File: config.mk
export PLATFORM = sky130hd
export DESIGN_NAME = minmax_stream
export DESIGN_NICKNAME = d
export VERILOG_FILES = /design/src/rtl/minmax_stream.sv
export SDC_FILE = /design/constraint.sdc
export NUM_CORES = 1
export LEC_CHECK = 0
export BUFFER_PORTS_ARGS = -buffer_cell sky130_fd_sc_hd__buf_2
export CAP_MARGIN = 20
export CORE_MARGIN = 8
export CORE_UTILIZATION = 53
export CTS_CLUSTER_DIAMETER = 80
export DETAILED_ROUTE_END_ITERATION = 7
export PLACE_DENSITY = 0.78
export SLEW_MARGIN = 20
export SYNTH_ARGS = -nofsm -noshare
export SYNTH_HDL_FRONTEND = slang
export SYNTH_SLANG_ARGS = --single-unit
File: constraint.sdc
create_clock -name clk -period 2.4 [get_ports clk]
set_input_delay 0.12 -clock clk [delete_from_list [all_inputs] [get_ports clk]]
set_output_delay 0.12 -clock clk [all_outputs]
set_load 0.03 [all_outputs]
File: src/rtl/minmax_stream.sv
// ---------------------------------------------------------------------------
// minmax_stream
//   Streaming min/max finder. Values arrive one per accepted beat on a
//   valid/ready input. When a frame closes, the block presents the frame's
//   min or max on a valid/ready output, together with the winner's in-frame
//   position and the number of beats in the frame. A frame closes on the beat
//   carrying in_last, or on the NI-th beat, whichever comes first.
//
// Parameters
//   W        data width
//   NI       max beats per frame (>= 2)
//   IDXW     index width
//   OUT_CFG  0 = value + index, 1 = value only (out_index tied to 0)
//   MM_CFG   0 = min/max chosen per frame by min_max_sel, 1 = min, 2 = max
//
// Ports
//   clk          clock, rising edge
//   rst          synchronous active-high reset
//   min_max_sel  0 = min, 1 = max; sampled on the first beat (MM_CFG = 0)
//   in_valid     input beat valid
//   in_ready     block can accept a beat
//   in_data      input value
//   in_last      final beat of the frame
//   out_valid    result valid
//   out_ready    downstream accepts the result
//   out_result   frame min/max
//   out_index    0-based beat position of the winner
//   out_count    beats in the frame (1..NI)
// ---------------------------------------------------------------------------
module minmax_stream #(
  parameter int W       = 5,
  parameter int NI      = 64,
  parameter int IDXW    = $clog2(NI),
  parameter int OUT_CFG = 1,
  parameter int MM_CFG  = 1
) (
  input  logic            clk,
  input  logic            rst,
  input  logic            min_max_sel,
  input  logic            in_valid,
  output logic            in_ready,
  input  logic [W-1:0]    in_data,
  input  logic            in_last,
  output logic            out_valid,
  input  logic            out_ready,
  output logic [W-1:0]    out_result,
  output logic [IDXW-1:0] out_index,
  output logic [IDXW:0]   out_count
);

  localparam logic [1:0] S_IDLE = 2'd0;
  localparam logic [1:0] S_ACC  = 2'd1;
  localparam logic [1:0] S_HOLD = 2'd2;

  localparam logic [IDXW:0] CNT_ONE = (IDXW+1)'(1);
  localparam logic [IDXW:0] CNT_MAX = (IDXW+1)'(NI);

  logic [1:0]    state;
  logic [W-1:0]  best;      // running winner of the open frame
  logic [IDXW:0] cnt;       // beats accepted so far in the open frame
  logic          sel_q;     // min_max_sel latched on the first beat

  logic          beat;
  logic          first;
  logic          eff_sel;
  logic          replace;
  logic          close;
  logic [W-1:0]  nxt_best;
  logic [IDXW:0] nxt_cnt;

  assign in_ready  = (state != S_HOLD);
  assign out_valid = (state == S_HOLD);
  assign beat      = in_valid & in_ready;
  assign first     = (state == S_IDLE);

  always_comb begin
    // NOTE: every signal gets a default before any branch so no latch is inferred.
    eff_sel  = sel_q;
    replace  = 1'b1;
    if (MM_CFG == 1)      eff_sel = 1'b0;
    else if (MM_CFG == 2) eff_sel = 1'b1;
    else if (first)       eff_sel = min_max_sel;

    // Strict compare keeps the earlier beat on a tie.
    if (!first) replace = eff_sel ? (in_data > best) : (in_data < best);

    nxt_best = replace ? in_data : best;
    nxt_cnt  = first ? CNT_ONE : cnt + CNT_ONE;
    close    = in_last | (nxt_cnt == CNT_MAX);
  end

  always_ff @(posedge clk) begin
    // NOTE: the datapath registers are reset as well, because the outputs
    // must read 0 after reset, not just after the first frame.
    if (rst) begin
      state      <= S_IDLE;
      best       <= '0;
      cnt        <= '0;
      sel_q      <= 1'b0;
      out_result <= '0;
      out_count  <= '0;
    end else begin
      // NOTE: non-blocking assignments, so every register samples pre-edge values.
      case (state)
        S_IDLE, S_ACC: begin
          if (beat) begin
            best <= nxt_best;
            cnt  <= nxt_cnt;
            if (first) sel_q <= min_max_sel;
            if (close) begin
              state      <= S_HOLD;
              out_result <= nxt_best;
              out_count  <= nxt_cnt;
            end else begin
              state <= S_ACC;
            end
          end
        end
        S_HOLD: begin
          if (out_ready) state <= S_IDLE;
        end
        default: state <= S_IDLE;
      endcase
    end
  end

  if (OUT_CFG == 0) begin : g_index
    logic [IDXW-1:0] best_idx;
    logic [IDXW-1:0] nxt_idx;

    // The incoming beat's position equals the count before it; cnt < NI here.
    always_comb begin
      nxt_idx = best_idx;
      if (first)        nxt_idx = '0;
      else if (replace) nxt_idx = cnt[IDXW-1:0];
    end

    always_ff @(posedge clk) begin
      if (rst) begin
        best_idx  <= '0;
        out_index <= '0;
      end else if (beat) begin
        best_idx <= nxt_idx;
        if (close) out_index <= nxt_idx;
      end
    end
  end else begin : g_no_index
    assign out_index = '0;
  end

endmodule

==> metrics.md <==
| Metric | Value |
|---|---|
| Crit end category | flip-flop |
| Min Tclk post-route | 2.13 ns |
| Worst EP required | 2.63 ns |
| DR DRC count | 0 |
| Yosys reg bits | 26 |
| Largest stage delay, worst path | 0.44 ns |
| H-tree levels | 1 |
| R2R Setup Slk | 0.27 ns |
| Outcome | finished, final reports clean |
| Placed insts | 214 |
| Root buffer cell | clkbuf_4 |
| Die Span X | 68.2 um |
| Area after DPL | 0.00158 sq mm |
| Yosys warns | 0 |
| Num rows | 19 |
| Worst-Skew Late Latency | 0.32 ns |
| TritonCTS Buffers | 3 |
| Post-DP HPWL | 2470 um |
| CTS sink count | 26 |
| Vias | 1226 |
| Max Cap Viol | 0 |
| Die height | 68.2 um |
| Drt total wl | 3200 um |
| Pins Over Slew Limit | 0 |
| CP Cell Sequence | ha_1 > nand2_1 > or3_4 > a211oi_4 > buf_4 > a311oi_1 > a211oi_1 |
| First-pass GRT wire length | 5170 um |
| Sequential fraction of the synthesis area | 36.1% |
| Critical path arrival | 2.37 ns |
| Share of post-route cells with drive strength above 1 | 22.0% |
| # resized after CTS | 0 |
| Final hold violation count | 0 |
| Reg power frac | 56.3% |
| Yosys cell types | 37 |
| CP Depth | 7 |
| Iteration-0 DRC Markers | 67 |
| Worst r2r path cells | 7 |
| Layout area overhead | 11.1% |
| Pin count of the biggest net entering global routing | 25 |
| Slew margin rel. | 57.7% |
| Final period util | 88.9% |
| Synth Area in Compound Gates | 22.0% |
| Kind of critical path | flip-flop to flip-flop |
| Port Buffers | 23 |
| Reg-to-Reg End | out_result[1] |
| Fin Setup TNS | 0 ns |
| Cell-internal power | 0.000571 W |
| Clk buf depth | 2 |
| Initial Utilization | 54.1% |
| Worst r2r src | cnt[0] |
| Comb pwr share | 21.0% |
| Fraction of the mapped netlist area in simple logic gates | 17.0% |
| Largest family of logic cells by synthesized area | compound AO/OA/AOI/OAI gates |
| Ys async rst share | 0% |
| Critical Path Sink | out_result[1] |
| Peak supply drop | 0.333 mV |
| Syn Area/Cell | 8.79 sq um |
| Crit Path Max Fanout | 7 |
| Final RePlAce weighted congestion | 0.824 |
| GR Util All Layers | 14.4% |
| Postcts setup bufs | 0 |
| RSZ-0062 raised after global routing | no |
| Delay-heaviest family, CP | compound AO/OA/AOI/OAI gates |
| Pwr dens | 516 mW/mm^2 |
| Vias in the first global route | 1207 |
| Slowest CP cell | dfxtp_1 |
| CTS tree | done |
| Synth Flop Type | dfxtp_1 |
| Grt ovf | 0 |
| Number of flops mapped to enable cells by yosys | 0 |
| Worst Tran Pin Value | 0.624 ns |
| Switching Fraction | 31.0% |
| Max frequency | 469 MHz |
| Xor-xnor portion of the synthesized cell area | 0.608% |
| Non-Filler Instances | 217 |
| Ant. Diodes | 0 |
| Critical Path Source | cnt[0] |
| Drt wl/cell | 14.7 um |
| Pre-antenna DRT Iters | 4 |
| Type of the most critical hold path | input port to flip-flop |
| Final setup vio count | 0 |
| Adder-Cell Fraction of Synth Area | 4.34% |
| Clk pin slew, worst setup/hold paths | 0.14 ns |
| Clk pwr share | 22.7% |
| P_sw | 0.000256 W |
| Leading area contributor after synthesis | dfxtp_1 |
| Startpoint Class | flip-flop |
| I/O pins | 31 |
| Die area | 0.00464 sq mm |
| Via density | 5.65 |
| Post-route cell area | 0.00160 sq mm |
| Synthesized netlist cell count | 164 |
| Post-Synthesis Cell Area | 0.00144 sq mm |
| Leak | 0.679 nW |
| CP bufs+invs | 1 |
| Share of the synthesized area in the top cell type | 36.1% |
| Net count, final | 204 |
| Top post-synthesis cells by area | dfxtp_1, mux2i_1, a211oi_1 |
| Layout Skew | 0.00595 ns |
| Initial antenna violation count | 0 |
| Post-route antenna net violation count | 0 |
| Fill cell count | 253 |
| Cts hold-fix bufs | 0 |
| Post-synthesis mux area share | 12.5% |
| Core Box Area | 0.00266 sq mm |
-- power by group through the flow --
stage | Clock [W] | Sequential, W | Combinational (W)
floorplan | 0 | 0.000484 | 0.000123
global placement | 0 | 0.000473 | 0.000167
detailed placement | 0 | 0.000475 | 0.000173
CTS | 0.000190 | 0.000465 | 0.000173
global route | 0.000208 | 0.000469 | 0.000191
finish | 0.000187 | 0.000466 | 0.000174
-- final cells by class --
cell class	instances	area [sq um]	share of cell area, %
Multi-Input combinational cell	122	837	52.3
Clock buffer	3	22.5	1.41
Inverter	6	22.5	1.41
Sequential cell	26	520	32.5
Timing Repair Buffer	29	160	10.0
Tap cell	31	38.8	2.42
-- how the worst min path moves through the flow --
stage / start / end / cells after the start
floorplan: in_data[0] / best[0] / 2
global placement: in_data[0] / best[0] / 3
detailed placement: out_ready / state[1] / 3
CTS: out_ready / state[1] / 3
global route: out_ready / state[1] / 3
finish: out_ready / state[1] / 3
-- worst min-delay path, stage by stage --
cell and delay [ns]:
buf_2 0.07, nand2b_1 0.08, a21oi_1 0.05
-- synth_stat cells (2+ instances only) --
cell type / number
nor2_1: 12
o21bai_1: 2
buf_4: 6
ha_1: 5
nand2_1: 16
inv_1: 5
clkbuf_1: 7
a21oi_1: 10
a211oi_1: 11
a311oi_1: 5
mux2i_1: 15
nor2b_1: 4
mux2_4: 2
dfxtp_1: 26
o21ai_0: 8
nand2b_1: 5
nand3_1: 5
-- flip-flops by register name, indices dropped and copies added (netlist names) --
signal	cells
out_result	5
best	5
out_count	7
state	2
cnt	7
-- layout by cell type (no fill, tap or decap), types with 2 or more instances in the layout --
master / synthesis / routed
a211oi_1: 11 / 11
a21oi_1: 10 / 10
a311oi_1: 5 / 5
buf_2: 1 / 23
buf_4: 6 / 6
clkbuf_4: 0 / 3
conb_1: 1 / 6
dfxtp_1: 26 / 26
ha_1: 5 / 5
inv_1: 5 / 5
mux2_4: 2 / 2
mux2i_1: 15 / 15
nand2_1: 16 / 16
nand2b_1: 5 / 5
nand3_1: 5 / 5
nor2_1: 12 / 12
nor2b_1: 4 / 4
o21ai_0: 8 / 8
o21bai_1: 2 / 2
-- cell families (layout without fill, tap and decap cells) --
family          count (synthesis)  after routing
simple gates                   50             50
compound gates                 43             43
flops                          26             26
buf+inv                        21             38
mux                            17             17
fa+ha+maj                       5              5
other cells                     1              6
xor+xnor                        1              1
-- metrics by stage --
stage | total power, W | hold slack (ns) | worst slack (ns) | utilization [%]
after CTS | 0.000828 | 0.0380 | 0.282 | 60.2
after global routing | 0.000867 | 0.0352 | 0.146 | 60.2
after detailed placement | 0.000648 | 0.390 | 0.297 | 59.3
after floorplan | 0.000607 | 0.264 | 0.341 | -
after global placement | 0.000640 | 0.381 | 0.342 | 59.3
final | 0.000827 | 0.0329 | 0.266 | 60.2
-- routing by layer --
layer	routed length [um]	track usage [%]	share of wire (%)	vias up
met3	191	2.62	6.0	7
met2	1520	24.6	48	38
met1	1430	16.8	45	561
met5	0	0	0	-
met4	58	7.16	1.8	0
li1	-	-	-	620
Note: power is estimated with default switching activity, not from simulation.
